### src/rtl/mixcolumns_engine.sv
// -----------------------------------------------------------------------------
// mixcolumns_engine
//
// Iterative AES MixColumns / InvMixColumns engine. A 128-bit state is accepted
// over a valid/ready handshake, COLS_PER_CYCLE columns are mixed in place per
// clock, and the result is offered on a valid/ready output. The direction
// (forward or inverse) is captured once per block at acceptance.
//
// Handshakes: a transfer happens on a rising clk edge where valid && ready are
// both high. The producer holds valid and its data stable until that edge; the
// consumer may raise or lower ready freely. Data is only sampled on a transfer.
//
// Parameters:
//   COLS_PER_CYCLE  columns mixed per clock: 1, 2 or 4 (anything else fails
//                   elaboration). The block takes N = 4/COLS_PER_CYCLE cycles.
//   REG_OUT         1: result captured in a dedicated output register.
//                   0: out_data driven straight from the working register.
//
// Optional build macro:
//   MIXCOL_BYPASS_EN  adds input in_bypass, sampled at acceptance; when 1 the
//                     block goes directly to DONE with out_data = in_data.
//
// Ports:
//   clk        rising-edge clock
//   rst_n      asynchronous active-low reset
//   in_valid   in_data/in_inv (and in_bypass) are valid
//   in_ready   engine can accept a block this cycle
//   in_data    state; column c = [127-32c -: 32]; byte r = [31-8r -: 8]
//   in_inv     0 = MixColumns, 1 = InvMixColumns
//   in_bypass  (MIXCOL_BYPASS_EN only) pass the block through unmixed
//   out_valid  out_data holds a finished block
//   out_ready  downstream accepts out_data
//   out_data   mixed state, same byte ordering as in_data
//   busy       high while columns are being mixed
// -----------------------------------------------------------------------------
module mixcolumns_engine #(
   parameter int COLS_PER_CYCLE = 1,
   parameter int REG_OUT        = 1
) (
   input  logic         clk,
   input  logic         rst_n,
   input  logic         in_valid,
   output logic         in_ready,
   input  logic [127:0] in_data,
   input  logic         in_inv,
`ifdef MIXCOL_BYPASS_EN
   input  logic         in_bypass,
`endif
   output logic         out_valid,
   input  logic         out_ready,
   output logic [127:0] out_data,
   output logic         busy
);

   localparam int N = 4 / COLS_PER_CYCLE;

   if (COLS_PER_CYCLE != 1 && COLS_PER_CYCLE != 2 && COLS_PER_CYCLE != 4) begin : g_bad_cfg
      $fatal(1, "mixcolumns_engine: COLS_PER_CYCLE must be 1, 2 or 4");
   end

   typedef enum logic [1:0] {
      S_IDLE = 2'd0,
      S_BUSY = 2'd1,
      S_DONE = 2'd2
   } state_t;

   // ---------------------------------------------------------------------------
   // GF(2^8) helpers, reduction polynomial 0x11b, built from xtime and XOR only
   // ---------------------------------------------------------------------------
   function automatic logic [7:0] xtime(input logic [7:0] b);
      return {b[6:0], 1'b0} ^ (b[7] ? 8'h1b : 8'h00);
   endfunction

   function automatic logic [7:0] mul3(input logic [7:0] b);
      return xtime(b) ^ b;
   endfunction

   function automatic logic [7:0] mul9(input logic [7:0] b);
      return xtime(xtime(xtime(b))) ^ b;
   endfunction

   function automatic logic [7:0] mul11(input logic [7:0] b);
      return xtime(xtime(xtime(b))) ^ xtime(b) ^ b;
   endfunction

   function automatic logic [7:0] mul13(input logic [7:0] b);
      return xtime(xtime(xtime(b))) ^ xtime(xtime(b)) ^ b;
   endfunction

   function automatic logic [7:0] mul14(input logic [7:0] b);
      return xtime(xtime(xtime(b))) ^ xtime(xtime(b)) ^ xtime(b);
   endfunction

   // Row r uses the coefficient row rotated right by r, so byte a[(r+k)%4]
   // always meets coefficient k of the base row.
   function automatic logic [31:0] mix_col(input logic [31:0] col, input logic inv);
      logic [7:0] a [4];
      logic [7:0] b [4];
      for (int r = 0; r < 4; r++) begin
         a[r] = col[31-8*r -: 8];
      end
      for (int r = 0; r < 4; r++) begin
         if (inv) begin
            b[r] = mul14(a[r]) ^ mul11(a[(r+1)%4]) ^ mul13(a[(r+2)%4]) ^ mul9(a[(r+3)%4]);
         end else begin
            b[r] = xtime(a[r]) ^ mul3(a[(r+1)%4]) ^ a[(r+2)%4] ^ a[(r+3)%4];
         end
      end
      return {b[0], b[1], b[2], b[3]};
   endfunction

   // ---------------------------------------------------------------------------
   // Signals
   // ---------------------------------------------------------------------------
   state_t         r_state;
   state_t         w_next_state;
   logic [127:0]   r_work;
   logic           r_mode;
   logic [1:0]     r_cnt;
   logic [127:0]   w_next_work;
   logic           w_in_ready;
   logic           w_accept;
   logic           w_last;
   logic           w_bypass;
   logic           w_load_out;
   logic [127:0]   w_out_src;

`ifdef MIXCOL_BYPASS_EN
   assign w_bypass = in_bypass;
`else
   assign w_bypass = 1'b0;
`endif

   // in_ready is forced low while reset is held, even though the state is IDLE.
   assign in_ready  = w_in_ready & rst_n;
   assign w_accept  = in_valid & in_ready;
   assign w_last    = (r_cnt == 2'(N - 1));
   assign out_valid = (r_state == S_DONE);
   assign busy      = (r_state == S_BUSY);

   // ---------------------------------------------------------------------------
   // FSM
   // ---------------------------------------------------------------------------
   always_ff @(posedge clk or negedge rst_n) begin
      if (!rst_n) begin
         r_state <= S_IDLE;
      end else begin
         r_state <= w_next_state;
      end
   end

   always_comb begin
      w_next_state = r_state;
      w_in_ready   = 1'b0;
      case (r_state)
         S_IDLE: begin
            w_in_ready = 1'b1;
            if (in_valid) begin
               w_next_state = w_bypass ? S_DONE : S_BUSY;
            end
         end
         S_BUSY: begin
            if (w_last) begin
               w_next_state = S_DONE;
            end
         end
         S_DONE: begin
            // Output and input handshakes may coincide: the new block goes
            // straight in without passing through IDLE.
            w_in_ready = out_ready;
            if (out_ready) begin
               if (in_valid) begin
                  w_next_state = w_bypass ? S_DONE : S_BUSY;
               end else begin
                  w_next_state = S_IDLE;
               end
            end
         end
         default: begin
            w_next_state = S_IDLE;
         end
      endcase
   end

   // ---------------------------------------------------------------------------
   // Column datapath: only the COLS_PER_CYCLE columns selected by r_cnt are
   // replaced; the rest of the working register passes through.
   // ---------------------------------------------------------------------------
   always_comb begin
      w_next_work = r_work;
      for (int k = 0; k < COLS_PER_CYCLE; k++) begin
         w_next_work[127 - 32*(int'(r_cnt)*COLS_PER_CYCLE + k) -: 32] =
            mix_col(r_work[127 - 32*(int'(r_cnt)*COLS_PER_CYCLE + k) -: 32], r_mode);
      end
   end

   always_ff @(posedge clk or negedge rst_n) begin
      if (!rst_n) begin
         r_work <= '0;
         r_mode <= 1'b0;
         r_cnt  <= '0;
      end else if (w_accept) begin
         r_work <= in_data;
         r_mode <= in_inv;
         r_cnt  <= '0;
      end else if (r_state == S_BUSY) begin
         r_work <= w_next_work;
         r_cnt  <= r_cnt + 2'd1;
      end
   end

   // The output register is loaded on the same edge that enters DONE, so both
   // REG_OUT settings present the result with identical timing.
   assign w_load_out = (w_accept && w_bypass) || ((r_state == S_BUSY) && w_last);
   assign w_out_src  = w_accept ? in_data : w_next_work;

   if (REG_OUT != 0) begin : g_reg_out
      logic [127:0] r_out_data;
      always_ff @(posedge clk or negedge rst_n) begin
         if (!rst_n) begin
            r_out_data <= '0;
         end else if (w_load_out) begin
            r_out_data <= w_out_src;
         end
      end
      assign out_data = r_out_data;
   end else begin : g_no_reg_out
      // r_work only changes on acceptance or while BUSY, so it is stable in DONE.
      assign out_data = r_work;
   end

endmodule
### config.mk
export PLATFORM = sky130hd
export DESIGN_NAME = mixcolumns_engine
export DESIGN_NICKNAME = d
export VERILOG_FILES = /design/src/rtl/mixcolumns_engine.sv
export SDC_FILE = /design/constraint.sdc
export NUM_CORES = 1
export LEC_CHECK = 0
export BUFFER_PORTS_ARGS = -buffer_cell sky130_fd_sc_hd__buf_2
export CAP_MARGIN = 10
export CORE_UTILIZATION = 59
export CTS_BUF_LIST = sky130_fd_sc_hd__clkbuf_8
export DETAILED_ROUTE_END_ITERATION = 8
export PLACE_DENSITY = 0.84
export SLEW_MARGIN = 40
export SYNTH_ARGS = -nofsm -noshare
export SYNTH_HDL_FRONTEND = slang
export SYNTH_SLANG_ARGS = --single-unit
### constraint.sdc
create_clock -name clk -period 3.9 [get_ports clk]
set_input_delay 0 -clock clk [delete_from_list [all_inputs] [get_ports clk]]
set_output_delay 0 -clock clk [all_outputs]
set_load 0.03 [all_outputs]
---- Word-level counts from Yosys, hierarchy flattened ----
Index checks and enable logic that the tools add are counted.
storage, ports and cells
  register bits ........................... 261
  bits of input ports ..................... 133
  output and inout port bits .............. 131
cells by class
  add/sub/neg operators ................... 3
  eq/ne operators ......................... 6
  shifts and indexed selects .............. 3
  muxes and demuxes ....................... 28
  bitwise logic cells ..................... 66
  reductions and logical operators ........ 4
operators by type and width
  kind                         count
  $xor A8 B8 Y8                55
  $mux W128                    3
  $shift A32 B33 Y159 const A  1
  $shiftx A159 B8 Y32          1
  $shiftx A32 B33 Y159         1
  $bwmux W128                  1
  $xor A8 B5 Y8                9
  $mux W5                      12
  $neg A8 Y33                  1
  $mux W8                      4
  $mux W2                      5
  $sub A7 B7 Y8 const A        1
  $pmux W2 S3                  1
  $eq A2 B2 Y1 const B         2
  $ne A2 B1 Y1 const B         2
  $reduce_and A3 Y1            1
  $add A2 B1 Y2 const B        1
  $and A1 B1 Y1                2
  $eq A2 B1 Y1 const B         1
  $logic_not A2 Y1             1
  $ne A2 B2 Y1 const B         1
  $pmux W1 S2                  1
  $reduce_bool A2 Y1           1
  $logic_and A1 B1 Y1          1
  $mux W1                      1

---- Logic depth before layout (Yosys ltp) ----
  word-level depth ........................ 18
  mapped depth ............................ 12
  mapped depth without buffers ............ 8

---- Worst setup path after synthesis ----
No wires, ideal clock.
  path type ............................... reg2reg
  from .................................... reg r_cnt[0]
  to ...................................... reg g_reg_out.r_out_data[122] (netlist: out_data[122])
  library setup time ...................... 127 ps
  arrival time ............................ 3,174 ps
  required time ........................... 3,773 ps
  slack ................................... 599 ps
  stages on the path, launching flop included .. 12
  buffers on the path ..................... 3
  period minus slack after synthesis ...... 3,301 ps
  cells stage by stage .................... dfrtp_1 -> buf_6 -> buf_8 -> mux4_2 -> buf_4 -> xnor2_2 -> xnor3_2 -> xnor3_1 -> mux2i_1 -> xnor2_2 -> a221oi_1 -> nor2_1
on the way
  word-level cells in the longest chain between the ends .. 15
  elaborated cells between the ends (all ways) .. 89
  those cells by class .................... 2 x add/sub; 1 x eq/ne; 3 x shift; 18 x mux; 64 x bitwise; 1 x reduce/logical
RTL lines
  what                                                   RTL line    RTL
  from (decl)                                            119         logic [1:0] r_cnt;
  from (signal assigned)                                 208         r_cnt <= r_cnt + 2'd1;
  $sub A7 B7 Y8                                          192, 193
  $shiftx A159 B8 Y32                                    193         mix_col(r_work[127 - 32*(int'(r_cnt)*COLS_PER_CYCLE + k) -: 32], r_mode);
  $xor A8 B8 Y8 (tied with other cells)                  71          return {b[6:0], 1'b0} ^ (b[7] ? 8'h1b : 8'h00);
  $xor A8 B5 Y8 (tied with other cells)                  71
  $mux W5 / $xor A8 B5 Y8 (equally long branches)        71
  $xor A8 B8 Y8 / $xor A8 B5 Y8 (equally long branches)  71
  $xor A8 B8 Y8, on equally long branches                87, 91, 83
  $xor A8 B8 Y8, on equally long branches                91, 83
  $xor A8 B8 Y8 (3 in series)                            104         b[r] = mul14(a[r]) ^ mul11(a[(r+1)%4]) ^ mul13(a[(r+2)%4]) ^ mul9(a[(r+3)%4]);
  $mux W8                                                103         if (inv) begin
  $shiftx A32 B33 Y159                                   192         w_next_work[127 - 32*(int'(r_cnt)*COLS_PER_CYCLE + k) -: 32] =
  $bwmux W128                                            192
  $mux W128                                              215         assign w_out_src = w_accept ? in_data : w_next_work;
  to (signal assigned)                                   223         r_out_data <= w_out_src;
  to (decl)                                              218         logic [127:0] r_out_data;
Several ways; a longest one is shown, not always the timed one.
A chain may end at the register's enable or synchronous reset.

---- Final worst setup path ----
  from .................................... reg r_cnt[0]
  to ...................................... reg r_work[55]
on the way
  word-level cells in the longest chain between the ends .. 16
  elaborated cells between the ends (all ways) .. 88
  those cells by class .................... 2 x add/sub; 3 x shift; 19 x mux; 64 x bitwise
RTL lines
  what                                                   RTL line    RTL
  $sub A7 B7 Y8 (*)                                      192, 193
  $shiftx A159 B8 Y32                                    193
  $xor A8 B8 Y8 (tied with other cells)                  71
  $xor A8 B5 Y8 (tied with other cells)                  71
  $mux W5 / $xor A8 B5 Y8 (equally long branches)        71
  $xor A8 B8 Y8 / $xor A8 B5 Y8 (equally long branches)  71
  $xor A8 B8 Y8, on equally long branches                87, 91, 83
  $xor A8 B8 Y8, on equally long branches                91, 83
  $xor A8 B8 Y8 (3 in series)                            104
  $mux W8                                                103
  $shiftx A32 B33 Y159                                   192
  $bwmux W128 (*)                                        192
  $mux W128 (*)                                          206         end else if (r_state == S_BUSY) begin
  $mux W128 (*)                                          202         end else if (w_accept) begin
  to (signal assigned)                                   203         r_work <= in_data;
  to (signal assigned)                                   207         r_work <= w_next_work;
  to (decl)                                              117         logic [127:0] r_work;
Every way passes the cells marked *; elsewhere a longest branch is shown, timed or not. The select of a mux whose other input is x is not followed.

==> impl_summary.md <==
Status
The run finished, with violations left. The final reports fail on negative hold slack.

Hold path
The path class of the tightest hold or removal check is in -> async.

Synthesis
The synthesized design spends more area on one cell type than any other, namely dfrtp_1. After synthesis the netlist holds a flip-flop and latch count of 261. In this run, synthesis inferred 0 flip-flops with an integrated enable. The count of synthesis-stage warnings from yosys is 0.

Of the post-synthesis cell area, the dominant cell type holds 0.421. After synthesis, the share of flip-flops with an asynchronous set or reset is 1.00. In the post-synthesis netlist, the biggest area contributors are dfrtp_1 42%, o21ai_0 6.4%, xnor2_1 6.3%, xnor3_1 5.4%, mux4_2 4.5%. The share of the Yosys chip area taken by registers is 0.421. The cell count after synthesis is 1553.

The synthesized area per cell is 9.99 um2. The synthesized netlist occupies a cell area of 15500 um2. The number of different library cells used by synthesis comes to 55. For this run, the leading register cell type out of synthesis is dfrtp_1. The number of nets handed over by synthesis was 1690.

STA
In the final timing run, aggregate negative setup slack is 0 ns. The worst path in the final design needs a cycle of 3.86 ns, including I/O delays and setup. Between clock sinks in the finished design, the worst skew comes to roughly 0.017 ns. The slew at the pin closest to its max-slew limit is 0.806 ns.

The highest clock rate is approximately 260 MHz. The max-slew headroom at the worst pin is 0.463. The hold violation count in the final report is 1.

The number of setup violations in the final report is 0. In the finished design, the share of the clock period the worst path needs comes to 0.990. Setup repair after global routing left no endpoint under its margin. On the final layout, the worst hold slack is -0.00887 ns. The number of max-slew violations in the final report is 0.

Placed design
The HPWL after detailed placement is 38500 um. The number of instances in the placed design is 2093. At the end of routability-driven placement, the weighted congestion stood at 0.989.

The placed instances occupy a cell area of 17400 um2. The number of buffer cells added on primary ports is ~260.

Final layout
Leaving out fill and tap cells, the most frequent cell in the layout is buf_2. Excluding fillers, the count of instances in the completed layout stands at 2304. The share of cells above drive strength 1 is 0.252.

Once layout is done, the placed cells without fillers occupy approximately 20000 um2. The library cells used most frequently in the layout, excluding fill and tap cells, are 262 x buf_2, 260 x dfrtp_1, 197 x o21ai_0, 181 x nand2_1, 132 x dlygate4sd3_1. The filler cells instantiated in the layout total between 1500 and 2000. Compared with the post-synthesis result, the final layout area differs by 27.3%. The final-stage net count is 2079.

Critical path
The critical path class is reg -> reg. The required time reported for the critical path endpoint is 4.37 ns. The data arrival at the endpoint of the critical path is 4.33 ns.

The kind of end point of the critical path is a register. In this run the worst path has a maximum fanout of 18. STA classifies the critical path startpoint as a register.

Clocking
The clock latency of the later-clocked register in the worst-skew pair is ~0.57 ns. The maximum root-to-sink buffer count is 3. The clock tree from TritonCTS is done. Clock tree synthesis selected as its root buffer the cell clkbuf_8.

After clock tree synthesis, the clock-pin slew on the worst setup and hold paths is around 0.070 ns. The H-tree generated during clock tree synthesis spans 2 levels. The total CTS buffers is 43. The clock net in this run drives a total of 261 sinks.

Routing
The length of the first detailed-routing pass in iterations is 6. The routed layout has ~15000 vias. The via-per-instance ratio is 6.58.

The DRC marker count from the first detailed-route iteration is ~2200. In the routed design, unresolved DRC markers number 0. After detailed routing, the average wire length per cell comes to 25.7 um. The count of nets left with antenna violations after detail routing is 0.

After detailed routing, the total wire length is 59300 um.

Floorplan
The height of the die is around 160 um. After floorplanning, the core was divided into between 50 and 60 placement rows. The I/O pin count is 264. The core area is 25500 um2. The die covers 27000 um2. The initial utilization of the core area, before any placement, comes to 0.609.

The die width is ~160 um.

Global route
The pin count of the biggest net entering global routing is 151. The number of global-route vias before repair is between 10000 and 15000. The initial antenna violation count is 2. The total overflow left after global routing is 0. The total routing usage reported by global routing is 0.441.

The global-route wire length before repair is 87600 um.

Run
The reported max-cap violation count is 0.
-- sequential cells by signal, indices dropped and copies added (netlist names) --
register,count
out_data,128
r_work,128
r_cnt,2
r_state,2
r_mode,1
-- kinds of logic (layout without fill, tap and decap cells) --
logic type	count (synthesis)	count (layout)	synth area share
muxes	46	46	0.0570
xor gates and xnor gates	227	227	0.185
buffers and inverters	154	574	0.0436
DFF	261	261	0.421
AOI/OAI and AO/OA	517	517	0.196
and+or+nand+nor	344	344	0.0939
other	0	1	0
adders and majority gates	4	4	0.00323
-- synthesized netlist by cell type, drive strengths merged, types with 5 or more instances --
master    n
inv      27
a21o      5
or3       9
buf      28
dfrtp   261
o21a      6
o22ai     9
mux4     32
o221ai   20
xnor2   135
xor2     44
and3     34
clkbuf   98
a31oi    17
nor2     92
a21oi   116
nand3    11
xor3      7
a22o      8
mux2i    10
o21ai   264
a221oi   27
nand2   184
xnor3    41
a22oi    36
-- through the flow --
step / utilization / setup slack [ns] / hold WS, ns
2_1_floorplan: - / 0.599 / -0.296
3_3_place_gp: 0.683 / 0.132 / -0.0801
3_5_place_dp: 0.684 / 0.157 / -0.0785
4_1_cts: 0.774 / 0.119 / 0.00165
5_1_grt: 0.775 / 0.00609 / 0.0323
6_report: 0.775 / 0.0386 / -0.00887
-- per-layer routing --
metal / wire length, um / track usage / vias to the layer above
met1: 22000 / 0.600 / 7286
met4: 2990 / 0.213 / 0
met2: 26800 / 0.664 / 1312
met5: 0 / 0 / -
li1: - / - / 6280
met3: 7510 / 0.108 / 282
-- critical path, cell delays in order, from the launching register on --
cell and delay (ns):
dfrtp_2 0.45, buf_12 0.24, mux4_2 0.69, xnor3_1 0.56, xnor3_1 0.48, nor2b_2 0.22, xnor3_1 0.51, o21ai_1 0.28
o21ai_1 0.13, o21ai_0 0.19
-- worst paths after layout --
kind,from,to,slack (ns),cells after the start
worst max-delay path,r_cnt[0]$_DFFE_PN0P_,r_work[55]$_DFFE_PN0P_,0.04,9
worst min register to register,out_data[65]$_DFFE_PN0P_,out_data[65]$_DFFE_PN0P_,0.48,2
worst min-delay path,rst_n,out_data[23]$_DFFE_PN0P_,-0.009,3
max in group asynchronous,rst_n,r_cnt[0]$_DFFE_PN0P_,2.92,4
worst max register to register,r_cnt[0]$_DFFE_PN0P_,r_work[55]$_DFFE_PN0P_,0.04,9
min in group clk,in_inv,r_mode$_DFFE_PN0P_,0.19,4
-- area by class of cell --
| type | instances | area [um2] | area share |
|---|---|---|---|
| Tap cell | 330 | 413 | 0.0209 |
| Multi-Input combinational cell | 1138 | 8360 | 0.423 |
| Sequential cell | 261 | 6530 | 0.331 |
| Inverter | 28 | 105 | 0.00532 |
| Antenna cell | 1 | 2.50 | 0.000127 |
| Clock inverter | 22 | 206 | 0.0105 |
| Clock buffer | 54 | 743 | 0.0376 |
| Timing Repair Buffer | 470 | 3380 | 0.171 |
-- timing repair --
| action | 4_1_cts | 5_1_grt |
|---|---|---|
| buffers inserted | 0 | 0 |
| hold endpoints to repair | 374 | 0 |
| gates resized for setup | 0 | 1 |
| endpoints found under the setup margin | 0 | 1 |
| hold buffers | 133 | 0 |
Power is left out: the tool's default activity adds up to more than one toggle a clock period on the data nets, which glitch-free logic cannot reach.
